**src/rtl/ip_frame_feeder_pkg.sv**
```systemverilog
// Shared fixed-point types and constants for the FFT front end.
// Q16.16 "fpt" samples, raw integer input samples and the feeder FSM encoding.
package ip_frame_feeder_pkg;

    typedef logic signed [31:0] fpt;
    typedef logic signed [31:0] t_ip_raw;

    localparam int FPT_FRAC_BITS = 16;
    localparam fpt FPT_MAX       = 32'sh7FFF_FFFF;
    localparam fpt FPT_MIN       = 32'sh8000_0000;
    localparam fpt FPT_ZERO      = 32'sh0000_0000;

    typedef enum logic [0:0] {
        ST_FILL  = 1'b0,
        ST_DRAIN = 1'b1
    } feeder_state_t;

endpackage

```
**src/rtl/ip_frame_feeder_if.sv**
```systemverilog
// Stream bundle between the sample source, the frame feeder and R2SDF stage 0.
// slave: the feeder itself; master: whatever drives raw samples and out_ready.
interface ip_frame_feeder_if;
    import ip_frame_feeder_pkg::*;

    logic    in_valid;
    logic    in_ready;
    t_ip_raw in_data;
    logic    out_valid;
    logic    out_ready;
    fpt      out_data;
    logic    out_sof;
    logic    out_eof;

    modport master (
        output in_valid, in_data, out_ready,
        input  in_ready, out_valid, out_data, out_sof, out_eof
    );

    modport slave (
        input  in_valid, in_data, out_ready,
        output in_ready, out_valid, out_data, out_sof, out_eof
    );

endinterface

```
**src/rtl/ip_frame_feeder_fpt_from_int.sv**
```systemverilog
// Integer to Q16.16 conversion (value << FRAC_BITS) with a saturation flag.
// Build option FEEDER_SAT_EN: clamp out-of-range inputs to FPT_MAX/FPT_MIN and
// raise sat; without it the top FRAC_BITS bits are simply dropped and sat is 0.
module fpt_from_int
    import ip_frame_feeder_pkg::*;
#(
    parameter int FRAC_BITS = FPT_FRAC_BITS
) (
    input  t_ip_raw x,
    output fpt      y,
    output logic    sat
);

    fpt shifted_s;
    assign shifted_s = {x[31-FRAC_BITS:0], {FRAC_BITS{1'b0}}};

`ifdef FEEDER_SAT_EN
    // Largest/smallest integers whose shifted value still fits in fpt.
    localparam t_ip_raw IN_MAX = t_ip_raw'(FPT_MAX >>> FRAC_BITS);
    localparam t_ip_raw IN_MIN = t_ip_raw'(FPT_MIN >>> FRAC_BITS);

    // Clamp to the fpt range and flag any clamp.
    always_comb begin
        y   = shifted_s;
        sat = 1'b0;
        if (x > IN_MAX) begin
            y   = FPT_MAX;
            sat = 1'b1;
        end else if (x < IN_MIN) begin
            y   = FPT_MIN;
            sat = 1'b1;
        end else begin
            y   = shifted_s;
            sat = 1'b0;
        end
    end
`else
    // Truncating build: the bits shifted out are intentionally discarded.
    logic unused_hi_s;
    assign unused_hi_s = ^x[31:32-FRAC_BITS];
    assign y   = shifted_s;
    assign sat = 1'b0;
`endif

endmodule

```
**src/rtl/ip_frame_feeder.sv**
```systemverilog
// Frame-buffering input stage ahead of R2SDF stage 0.
// Collects LENGTH converted samples (FILL), then streams them out in natural
// order with SOF/EOF marks (DRAIN). clear aborts to an empty FILL state.
// Saturation behaviour comes from fpt_from_int (build option FEEDER_SAT_EN).
module ip_frame_feeder
    import ip_frame_feeder_pkg::*;
#(
    parameter int LENGTH    = 8,
    parameter int FRAC_BITS = FPT_FRAC_BITS
) (
    input  logic               clk,
    input  logic               rst_n,
    input  logic               clear,
    ip_frame_feeder_if.slave   bus,
    output logic               sat_seen
);

    localparam int            AW       = $clog2(LENGTH);
    localparam logic [AW-1:0] PTR_LAST = AW'(LENGTH - 1);
    localparam logic [AW-1:0] PTR_ZERO = AW'(0);
    localparam logic [AW-1:0] PTR_ONE  = AW'(1);

    feeder_state_t state_r, state_nxt_s;
    logic [AW-1:0] wr_ptr_r, wr_ptr_nxt_s;
    logic [AW-1:0] rd_ptr_r, rd_ptr_nxt_s;
    fpt            mem_r [LENGTH];

    logic in_ready_r, out_valid_r, out_sof_r, out_eof_r, sat_seen_r;
    fpt   out_data_r;
    logic out_valid_nxt_s, out_sof_nxt_s, out_eof_nxt_s;
    fpt   out_data_nxt_s;

    logic in_fire_s, out_fire_s, wr_en_s;
    fpt   conv_s;
    logic sat_s;

    fpt_from_int #(.FRAC_BITS(FRAC_BITS)) u_conv (
        .x   (bus.in_data),
        .y   (conv_s),
        .sat (sat_s)
    );

    assign in_fire_s  = bus.in_valid && in_ready_r;
    assign out_fire_s = out_valid_r && bus.out_ready;

    // Next state, pointers, buffer write enable and next output values.
    always_comb begin
        state_nxt_s  = state_r;
        wr_ptr_nxt_s = wr_ptr_r;
        rd_ptr_nxt_s = rd_ptr_r;
        wr_en_s      = 1'b0;
        if (clear) begin
            state_nxt_s  = ST_FILL;
            wr_ptr_nxt_s = PTR_ZERO;
            rd_ptr_nxt_s = PTR_ZERO;
        end else begin
            case (state_r)
                ST_FILL: begin
                    if (in_fire_s) begin
                        wr_en_s = 1'b1;
                        if (wr_ptr_r == PTR_LAST) begin
                            wr_ptr_nxt_s = PTR_ZERO;
                            state_nxt_s  = ST_DRAIN;
                        end else begin
                            wr_ptr_nxt_s = wr_ptr_r + PTR_ONE;
                        end
                    end else begin
                        wr_ptr_nxt_s = wr_ptr_r;
                    end
                end
                ST_DRAIN: begin
                    if (out_fire_s) begin
                        if (rd_ptr_r == PTR_LAST) begin
                            rd_ptr_nxt_s = PTR_ZERO;
                            state_nxt_s  = ST_FILL;
                        end else begin
                            rd_ptr_nxt_s = rd_ptr_r + PTR_ONE;
                        end
                    end else begin
                        rd_ptr_nxt_s = rd_ptr_r;
                    end
                end
                default: begin
                    state_nxt_s  = ST_FILL;
                    wr_ptr_nxt_s = PTR_ZERO;
                    rd_ptr_nxt_s = PTR_ZERO;
                end
            endcase
        end

        // Outputs are precomputed from the next state so they leave flops;
        // an unchanged rd_ptr during a stall keeps them stable.
        if (state_nxt_s == ST_DRAIN) begin
            out_valid_nxt_s = 1'b1;
            out_data_nxt_s  = mem_r[rd_ptr_nxt_s];
            out_sof_nxt_s   = (rd_ptr_nxt_s == PTR_ZERO);
            out_eof_nxt_s   = (rd_ptr_nxt_s == PTR_LAST);
        end else begin
            out_valid_nxt_s = 1'b0;
            out_data_nxt_s  = FPT_ZERO;
            out_sof_nxt_s   = 1'b0;
            out_eof_nxt_s   = 1'b0;
        end
    end

    // State, pointers and registered stream outputs.
    always_ff @(posedge clk or negedge rst_n) begin
        if (!rst_n) begin
            state_r     <= ST_FILL;
            wr_ptr_r    <= PTR_ZERO;
            rd_ptr_r    <= PTR_ZERO;
            in_ready_r  <= 1'b1;
            out_valid_r <= 1'b0;
            out_data_r  <= FPT_ZERO;
            out_sof_r   <= 1'b0;
            out_eof_r   <= 1'b0;
        end else begin
            state_r     <= state_nxt_s;
            wr_ptr_r    <= wr_ptr_nxt_s;
            rd_ptr_r    <= rd_ptr_nxt_s;
            in_ready_r  <= (state_nxt_s == ST_FILL);
            out_valid_r <= out_valid_nxt_s;
            out_data_r  <= out_data_nxt_s;
            out_sof_r   <= out_sof_nxt_s;
            out_eof_r   <= out_eof_nxt_s;
        end
    end

    // Sticky saturation flag: set by any clamped accepted sample, cleared only by rst_n.
    always_ff @(posedge clk or negedge rst_n) begin
        if (!rst_n) begin
            sat_seen_r <= 1'b0;
        end else if (in_fire_s && !clear && sat_s) begin
            sat_seen_r <= 1'b1;
        end
    end

    // Frame buffer; contents need no reset since only written slots are ever read.
    always_ff @(posedge clk) begin
        if (wr_en_s) begin
            mem_r[wr_ptr_r] <= conv_s;
        end
    end

    assign bus.in_ready  = in_ready_r;
    assign bus.out_valid = out_valid_r;
    assign bus.out_data  = out_data_r;
    assign bus.out_sof   = out_sof_r;
    assign bus.out_eof   = out_eof_r;
    assign sat_seen      = sat_seen_r;

endmodule

```
**src/flat_wrapper.sv**
```systemverilog
// flat-port wrapper written by rule: the top's interface ports become plain ports
module ip_frame_feeder_flat import ip_frame_feeder_pkg::*;
#(
    parameter int LENGTH    = 8,
    parameter int FRAC_BITS = FPT_FRAC_BITS
)
  (clk, rst_n, clear, sat_seen, bus_in_valid, bus_in_data, bus_out_ready, bus_in_ready, bus_out_valid, bus_out_data, bus_out_sof, bus_out_eof);
  ip_frame_feeder_if bus_i ();
  input  logic clk;
  input  logic rst_n;
  input  logic clear;
  output logic sat_seen;
  input wire logic [$bits(bus_i.in_valid)-1:0] bus_in_valid;
  input wire logic [$bits(bus_i.in_data)-1:0] bus_in_data;
  input wire logic [$bits(bus_i.out_ready)-1:0] bus_out_ready;
  output wire logic [$bits(bus_i.in_ready)-1:0] bus_in_ready;
  output wire logic [$bits(bus_i.out_valid)-1:0] bus_out_valid;
  output wire logic [$bits(bus_i.out_data)-1:0] bus_out_data;
  output wire logic [$bits(bus_i.out_sof)-1:0] bus_out_sof;
  output wire logic [$bits(bus_i.out_eof)-1:0] bus_out_eof;
  assign bus_i.in_valid = bus_in_valid;
  assign bus_i.in_data = bus_in_data;
  assign bus_i.out_ready = bus_out_ready;
  assign bus_in_ready = bus_i.in_ready;
  assign bus_out_valid = bus_i.out_valid;
  assign bus_out_data = bus_i.out_data;
  assign bus_out_sof = bus_i.out_sof;
  assign bus_out_eof = bus_i.out_eof;
  ip_frame_feeder #(.LENGTH(LENGTH), .FRAC_BITS(FRAC_BITS)) u_core (.clk(clk), .rst_n(rst_n), .clear(clear), .bus(bus_i), .sat_seen(sat_seen));
endmodule
```
**config.mk**
```make
export PLATFORM = sky130hd
export DESIGN_NAME = ip_frame_feeder_flat
export DESIGN_NICKNAME = d
export VERILOG_FILES = /design/src/rtl/ip_frame_feeder_pkg.sv /design/src/rtl/ip_frame_feeder_if.sv /design/src/rtl/ip_frame_feeder_fpt_from_int.sv /design/src/rtl/ip_frame_feeder.sv /design/src/flat_wrapper.sv
export SDC_FILE = /design/constraint.sdc
export NUM_CORES = 1
export LEC_CHECK = 0
export ABC_AREA = 1
export CAP_MARGIN = 5
export CORE_ASPECT_RATIO = 1.4
export CORE_UTILIZATION = 56
export DETAILED_ROUTE_END_ITERATION = 10
export HOLD_SLACK_MARGIN = 0.06
export PLACE_DENSITY = 0.87
export SYNTH_ARGS = -nofsm -noshare
export SYNTH_HDL_FRONTEND = slang
export SYNTH_SLANG_ARGS = --single-unit
```
**constraint.sdc**
```tcl
create_clock -name clk -period 2.8 [get_ports clk]
set_clock_uncertainty 0.1 [all_clocks]
set_input_delay 0.42 -clock clk [delete_from_list [all_inputs] [get_ports clk]]
set_output_delay 0.42 -clock clk [all_outputs]
set_load 0.01 [all_outputs]
```
==> results of run 1 <==
==> worst register-to-register path, cell delays in order (launching register included) <==
cell and delay (ps):
dfrtp_1 400, ha_1 210, ha_1 190, nand3_1 80, nand2_1 80, inv_1 100, nand2_2 110, nor2_2 710
nand2_1 270, nor2_1 200, nor2_1 70, nand2_1 70
==> through the flow <==
step                utilization  std cells  hold WS, ps
floorplan                     -        533        24.41
global placement         0.6289        689        450.4
detailed placement       0.6289        689        458.7
CTS                      0.6844        721        291.8
global route             0.6844        721        309.8
finish                   0.6844        721        279.2
==> power by group through the flow <==
stage                     registers (mW)  logic (mW)  clock network, mW
after floorplan                     2.57      0.0753                  0
after global placement              2.57       0.131                  0
after detailed placement            2.57       0.139                  0
after CTS                           2.52       0.143               2.29
after global routing                2.52       0.156               2.39
final                               2.52       0.144               2.29
==> logic make-up (layout without fill, tap and decap cells) <==
logic type | after synthesis | count (layout) | synth area share
other | 1 | 17 | 0.0005957
and+or+nand+nor | 290 | 290 | 0.2141
AOI/OAI and AO/OA | 4 | 4 | 0.003379
DFF | 154 | 154 | 0.7142
adders and majority gates | 4 | 4 | 0.007951
buffers and inverters | 64 | 111 | 0.05983
==> cells in the mapped netlist (all sizes together), types with 2 or more instances <==
library cell	number
buf	44
ha	4
nand3	158
inv	18
o21ai	2
nand2	105
dfrtp	25
nor2	19
nand3b	3
edfxtp	128
nor3	4
==> sequential cells by signal, summed over array words and instances (netlist names) <==
name	cells
u_core.mem_r	128
u_core.bus.out_data	16
u_core.rd_ptr_r	3
u_core.wr_ptr_r	3
u_core.bus.in_ready	1
u_core.bus.out_eof	1
u_core.bus.out_sof	1
u_core.bus.out_valid	1
==> worst max path at each step <==
stage | from | to | slack, ps | cells past startpoint
after floorplan | u_core.bus.in_ready$_DFF_PN1_ | u_core.mem_r[6][0]$_DFFE_PP_ | 190 | 4
after global placement | bus_out_ready | u_core.bus.out_data[18]$_DFF_PN0_ | 210 | 9
after detailed placement | bus_out_ready | u_core.bus.out_data[16]$_DFF_PN0_ | 150 | 9
after CTS | u_core.rd_ptr_r[0]$_DFF_PN0_ | u_core.bus.out_data[16]$_DFF_PN0_ | 210 | 11
after global routing | u_core.rd_ptr_r[0]$_DFF_PN0_ | u_core.bus.out_data[16]$_DFF_PN0_ | 70 | 11
final | u_core.rd_ptr_r[0]$_DFF_PN0_ | u_core.bus.out_data[16]$_DFF_PN0_ | 150 | 11
==> per-layer routing <==
metal | vias to the layer above | wire [um]
met5 | - | 0
met4 | 0 | 580
met3 | 53 | 1316
met2 | 286 | 7583
met1 | 2073 | 4827
li1 | 1895 | -
==> area by class of cell <==
type | instances | share of cell area
inverter | 19 | 0.009590
multi-input combinational | 315 | 0.2021
timing repair buffer | 60 | 0.07907
clock inverter | 14 | 0.02338
tap | 141 | 0.02372
sequential | 154 | 0.6045
clock buffer | 18 | 0.05771
==> reports/results.ini, run 1 <==
[cts]
hold_buffers=0
cts_made_buffers=17
cts-root-buf=clkbuf_16
cts_tree=done
clkTransAtPathRegs_ps=60
htree_levels=4
post_cts_buffers=0
clk_path_buf_depth=2
clock_latency_ps=420
clock_sinks=154
ctsResizeCount=0

[power]
switchingPower_uw=990.7
p_leak_nw=2.903
power_density_mw_per_mm2=666.0
comb_power_share=0.029
switching_share=0.2000
ir_drop_mv=0.6519
power_mw=4.953
seqPwrFrac=0.509
p_int_mw=3.962
power_frac_clock=0.462

[critical_path]
slowest_delay_ps=710
rr_startpoint=u_core.rd_ptr_r[0]$_DFF_PN0_
critical_path_class=flop to flop
cp_slowest_cell=nor2_2
crit_family=simple AND/OR/NAND/NOR gates
cp_cell_sequence=ha_1 -> ha_1 -> nand3_1 -> nand2_1 -> inv_1 -> nand2_2 -> nor2_2 -> nand2_1 -> nor2_1 -> nor2_1 -> nand2_1
worstReg2RegEnd=u_core.bus.out_data[16]$_DFF_PN0_
worstSetupEndpointType=flop
start_kind=flop
crit_buf_inv=1
cp_max_fo=15
r2r_slack_ps=150
cp.arrival_ps=2900
critPathRequiredTime_ps=3040
cp_common_cell=nand2_1
ff2ff_path_depth=11

[layout]
layout.nets=608
layout_common_cells=157 x nand3_1, 128 x edfxtp_1, 101 x nand2_1, 40 x clkdlybuf4s50_1, 25 x dfrtp_1
layout.area.seq_mm2=0.004496
multi_input_area_mm2=0.001503
antennaDiodeCount=0
area_delta_synth_final_pct=18.15
layout-drive-gt1-share=0.1155
mostFrequentLayoutCell=nand3_1
final_cell_area_mm2=0.007437
nFillCells=696

[yosys]
postSynthAreaPerCell_um2=12.18
synth_top_area_cell=edfxtp_1
ys.flop_type=edfxtp_1
synth_seq_cells=154
synthTopCellsByArea=edfxtp_1 61%, nand3_1 12%, dfrtp_1 9.9%, nand2_1 6.0%, buf_4 3.0%
synth_top_area_share=0.6106
synth_area_mm2=0.006295
yosysUniqueCellTypes=25
yosysWarnings=0
seq_area_frac_synth=0.7142
synth_cells=517
synth_edf_count=128
synthArstFlopShare=0.1688

[placed_design]
hpwl_mm=7.879
dpl_cell_area_mm2=0.006834
portBuffers=40
post-place-ws_ps=152.8
routabilityCongestion=0.7965

[global_route]
grt_max_degree=67
grt_use_met2=0.4299
use_met1=0.2930
grt_pass1_wl_mm=21.80
grt_use_total=0.2563
overflow=0
antenna_found_initial=0
grt_pass1_vias=4264
busiest_layer=met2
grtUsageMet3=0.06667

[timing]
worstMarginPinSlew_ps=991.9
period_share=0.9469
hold_viol=0
period_minus_slack_ps=2651
setup_tns_ps=0
drv_slew=0
fin_ws_ps=148.6
max_freq_mhz=377.2
max_slew_margin=0.3380
rsz0062_at_grt=no
setup_violations=0

[route]
viasPerCell=5.974
wl_per_cell_um=19.84
drt_iter0_drc=535
drc=0
vias=4307
firstDrtPassIters=6
drt_wl_total_mm=14.31
postRouteAntennaNets=0

[floorplanning]
rows=45
num_io_pins=74
die_area_mm2=0.01167
start_util=0.5793
core_area_mm2=0.01087
die_w_um=91.61
fp.dieH_um=127.4

[worst_hold_path]
min_path_type=input pin to async pin

[outcome]
status=finished, final reports clean

[job]
maxCapViolCount=0

Note: power is estimated with default switching activity, not from simulation.
==> run 2: changes to the inputs <==
--- a/config.mk
+++ b/config.mk
@@ -8,10 +8,11 @@
 export ABC_AREA = 1
 export CAP_MARGIN = 5
 export CORE_ASPECT_RATIO = 1.4
-export CORE_UTILIZATION = 56
+export CORE_UTILIZATION = 60
 export DETAILED_ROUTE_END_ITERATION = 10
 export HOLD_SLACK_MARGIN = 0.06
 export PLACE_DENSITY = 0.87
 export SYNTH_ARGS = -nofsm -noshare
 export SYNTH_HDL_FRONTEND = slang
+export SYNTH_HIERARCHICAL = 1
 export SYNTH_SLANG_ARGS = --single-unit
==> run 2 against run 1 <==
Net effect: final area up 94%; total power up 78%; final cell count up 98%; wire length up 100%; combinational power up 71%; first-iteration DRC count up 130%; the flow now finishes with violations (design-rule violations); largest cell class unchanged; largest power group unchanged; via count up 98%; worst setup slack better by 230 ps.
==> reports/results.ini, run 2 <==
[yosys]
synth_area_mm2=0.01246  ; was 0.006295 mm^2
synth_top_family_by_area=simple AND/OR/NAND/NOR gates  ; unchanged
synth_edf_count=256  ; was 128
synth_cells=1099  ; was 517
seq_area_frac_synth=0.7034  ; was 0.7142
synthArstFlopShare=0.1438  ; was 0.1688
yosysUniqueCellTypes=24  ; was 25
yosys.area_share.adder=0.004016  ; was 0.007951
yosysMostFrequentCell=edfxtp_1  ; was nand3_1
synthTopCellsByCount=256 x edfxtp_1, 230 x nand2_1, 184 x nand3_1, 108 x inv_1, 103 x nor2_1  ; was 157 x nand3_1, 128 x edfxtp_1, 101 x nand2_1, 25 x buf_4, 25 x dfrtp_1
ys.flop_type=edfxtp_1  ; unchanged
yosys-mux-area-fraction=0  ; unchanged
synth_compound_area_frac=0.01185  ; was 0.003379
synth_seq_cells=299  ; was 154
postSynthAreaPerCell_um2=11.34  ; was 12.18 um^2
synth_top_area_cell=edfxtp_1  ; unchanged
synth_top_area_share=0.6169  ; was 0.6106
synth-simple-area-share=0.2038  ; was 0.2141
synth_xor_area_frac=0  ; unchanged
synthTopCellsByArea=edfxtp_1 62%, dfrtp_1 8.4%, nand3_1 7.4%, nand2_1 6.9%, inv_1 3.3%  ; was edfxtp_1 61%, nand3_1 12%, dfrtp_1 9.9%, nand2_1 6.0%, buf_4 3.0%
yosysWarnings=6  ; was 0

[global_route]
grt_pass1_wl_mm=45.65  ; was 21.80 mm
overflow=0  ; unchanged
grt_max_degree=56  ; was 67
grt_pass1_vias=8666  ; was 4264
antenna_found_initial=1  ; was 0
grt_use_total=0.2864  ; was 0.2563

[power]
power_mw=8.797  ; was 4.953 mW
power_density_mw_per_mm2=610.0  ; was 666.0 mW/mm^2
p_leak_nw=5.816  ; was 2.903 nW
ir_drop_mv=0.4587  ; was 0.6519 mV

[timing]
drv_slew=0  ; unchanged
max_freq_mhz=413.1  ; was 377.2 MHz
max_slew_margin=0.5815  ; was 0.3380
period_share=0.8645  ; was 0.9469
fin_ws_ps=379.3  ; was 148.6 ps
period_minus_slack_ps=2421  ; was 2651 ps
hold_viol=0  ; unchanged
worstMarginPinSlew_ps=627.8  ; was 991.9 ps
rsz0062_at_grt=no  ; unchanged
hold_ws_ps=334.0  ; was 279.2 ps
setup_violations=0  ; unchanged

[route]
firstDrtPassIters=9  ; was 6
drt_wl_total_mm=29.30  ; was 14.31 mm
drt_iter0_drc=1238  ; was 535
vias=8516  ; was 4307
drc=1  ; was 0
postRouteAntennaNets=0  ; unchanged
viasPerCell=5.976  ; was 5.974
wl_per_cell_um=20.56  ; was 19.84 um

[floorplanning]
die_area_mm2=0.02136  ; was 0.01167 mm^2
core_area_mm2=0.02040  ; was 0.01087 mm^2
rows=62  ; was 45
die_w_um=123.8  ; was 91.61 um
num_io_pins=74  ; unchanged
fp.dieH_um=172.5  ; was 127.4 um
start_util=0.6108  ; was 0.5793

[critical_path]
cp-startpoint=u_core/rd_ptr_r[0]$_DFF_PN0_  ; was u_core.rd_ptr_r[0]$_DFF_PN0_
critical_path_class=flop to flop  ; unchanged
worstReg2RegEnd=u_core/bus.out_data[19]$_DFF_PN0_  ; was u_core.bus.out_data[16]$_DFF_PN0_
cp.arrival_ps=2760  ; was 2900 ps
slowest_delay_ps=400  ; was 710 ps
crit_buf_inv=2  ; was 1
rr_startpoint=u_core/rd_ptr_r[0]$_DFF_PN0_  ; was u_core.rd_ptr_r[0]$_DFF_PN0_
cp_slowest_cell=dfrtp_1  ; was nor2_2
critPathRequiredTime_ps=3140  ; was 3040 ps
ff2ff_path_depth=12  ; was 11
cp_num_cells=12  ; was 11
start_kind=flop  ; unchanged
crit_family=simple AND/OR/NAND/NOR gates  ; unchanged
r2r_slack_ps=380  ; was 150 ps
cp_max_fo=36  ; was 15
cp_common_cell=nand2_1  ; unchanged
cp_cell_sequence=ha_1 -> ha_1 -> nand3_1 -> nand2_1 -> inv_2 -> buf_4 -> nand3_1 -> nand3_1 -> nand2_1 -> nand2_1 -> nand2_1 -> nor2_1  ; was ha_1 -> ha_1 -> nand3_1 -> nand2_1 -> inv_1 -> nand2_2 -> nor2_2 -> nand2_1 -> nor2_1 -> nor2_1 -> nand2_1
worstSetupEndpointType=flop  ; unchanged

[cts]
ctsResizeCount=0  ; unchanged
clk_path_buf_depth=3  ; was 2
clock_sinks=299  ; was 154
cts_tree=done  ; unchanged
cts-root-buf=clkbuf_16  ; unchanged
htree_levels=1  ; was 4
clock_latency_ps=530  ; was 420 ps
cts_made_buffers=26  ; was 17
clkTransAtPathRegs_ps=70  ; was 60 ps

[placed_design]
place_inst=1375  ; was 689
hpwl_mm=15.44  ; was 7.879 mm
post-place-ws_ps=122.9  ; was 152.8 ps
dpl_cell_area_mm2=0.01354  ; was 0.006834 mm^2
routabilityCongestion=0.8084  ; was 0.7965
portBuffers=57  ; was 40

[layout]
layout-drive-gt1-share=0.08733  ; was 0.1155
largest_reg_flops=256  ; was 128
layout.nets=1189  ; was 608
layout_common_cells=256 x edfxtp_1, 229 x nand2_1, 183 x nand3_1, 107 x inv_1, 95 x nor2_1  ; was 157 x nand3_1, 128 x edfxtp_1, 101 x nand2_1, 40 x clkdlybuf4s50_1, 25 x dfrtp_1
final-instance-count-excl-fill=1425  ; was 721
mostFrequentLayoutCell=edfxtp_1  ; was nand3_1
nFillCells=1219  ; was 696
largest-register=u_core/mem_r  ; was u_core.mem_r
final_cell_area_mm2=0.01442  ; was 0.007437 mm^2
area_delta_synth_final_pct=15.74  ; was 18.15%

[worst_hold_path]
min_path_type=input pin to async pin  ; unchanged

[job]
maxCapViolCount=0  ; unchanged

[outcome]
failed_checks=design-rule violations
status=finished with violations  ; was finished, final reports clean

==> run 2: changes by cell type in the layout (fill, tap and decap cells not counted), sizes merged, moves of 17 or more <==
cell	change
nor2	+85
edfxtp	+128
dfrtp	+17
nand3b	+40
inv	+92
nand3	+26
buf	+18
o21ai	+17
nand2	+127
==> run 2: cells by family after synthesis <==
family                     count (synthesis)
adders and majority gates                  4
buffers and inverters                    201
AOI/OAI and AO/OA                         28
DFF                                      299
and+or+nand+nor                          566
other                                      1
==> run 2: worst max path at each step <==
stage	to
after floorplan	u_core/mem_r[0][0]$_DFFE_PP_
after global placement	u_core/mem_r[2][18]$_DFFE_PP_
after detailed placement	u_core/mem_r[5][18]$_DFFE_PP_
after CTS	u_core/bus.out_data[19]$_DFF_PN0_
after global routing	u_core/bus.out_data[19]$_DFF_PN0_
final	u_core/bus.out_data[19]$_DFF_PN0_
==> run 2: final cells by class <==
class / count / area, um^2 / area share
Antenna cell: 1 / 2.502 / 0.0001735
Clock buffer: 30 / 696.9 / 0.04832
Clock inverter: 18 / 175.2 / 0.01215
Inverter: 111 / 416.7 / 0.02889
Multi-Input combinational cell: 615 / 2880 / 0.1997
Sequential cell: 299 / 8765 / 0.6077
Tap cell: 256 / 320.3 / 0.02221
Timing Repair Buffer: 95 / 1166 / 0.08085
==> run 2: per-stage QoR <==
step                TNS, ps    util
global route              0  0.7069
floorplan            -37140       -
CTS                       0  0.7068
global placement          0  0.6636
finish                    0  0.7069
detailed placement        0  0.6636
==> run 2: worst reg2reg max path, stage by stage, from the launching register on <==
cell	delay (ps)
dfrtp_1	400
ha_1	210
ha_1	190
nand3_1	80
nand2_1	80
inv_2	110
buf_4	390
nand3_1	230
nand3_1	180
nand2_1	60
nand2_1	70
nand2_1	70
nor2_1	150
==> run 2: metal layers <==
layer,vias to the layer above,GRT usage,wire length [um]
met3,134,0.04012,2863
li1,3733,-,-
met1,4045,0.3633,10070
met2,604,0.4637,14850
met5,-,0,0
met4,0,0.1712,1511
==> run 2: power by group <==
group          internal (mW)  switching [mW]
Combinational         0.0714           0.174
Sequential              4.89          0.0159
Clock                   2.07            1.58
==> run 2: timing repair <==
item	CTS	global route
buffers inserted	0	0
endpoints found under the hold margin	20	0
hold buffers	1	0
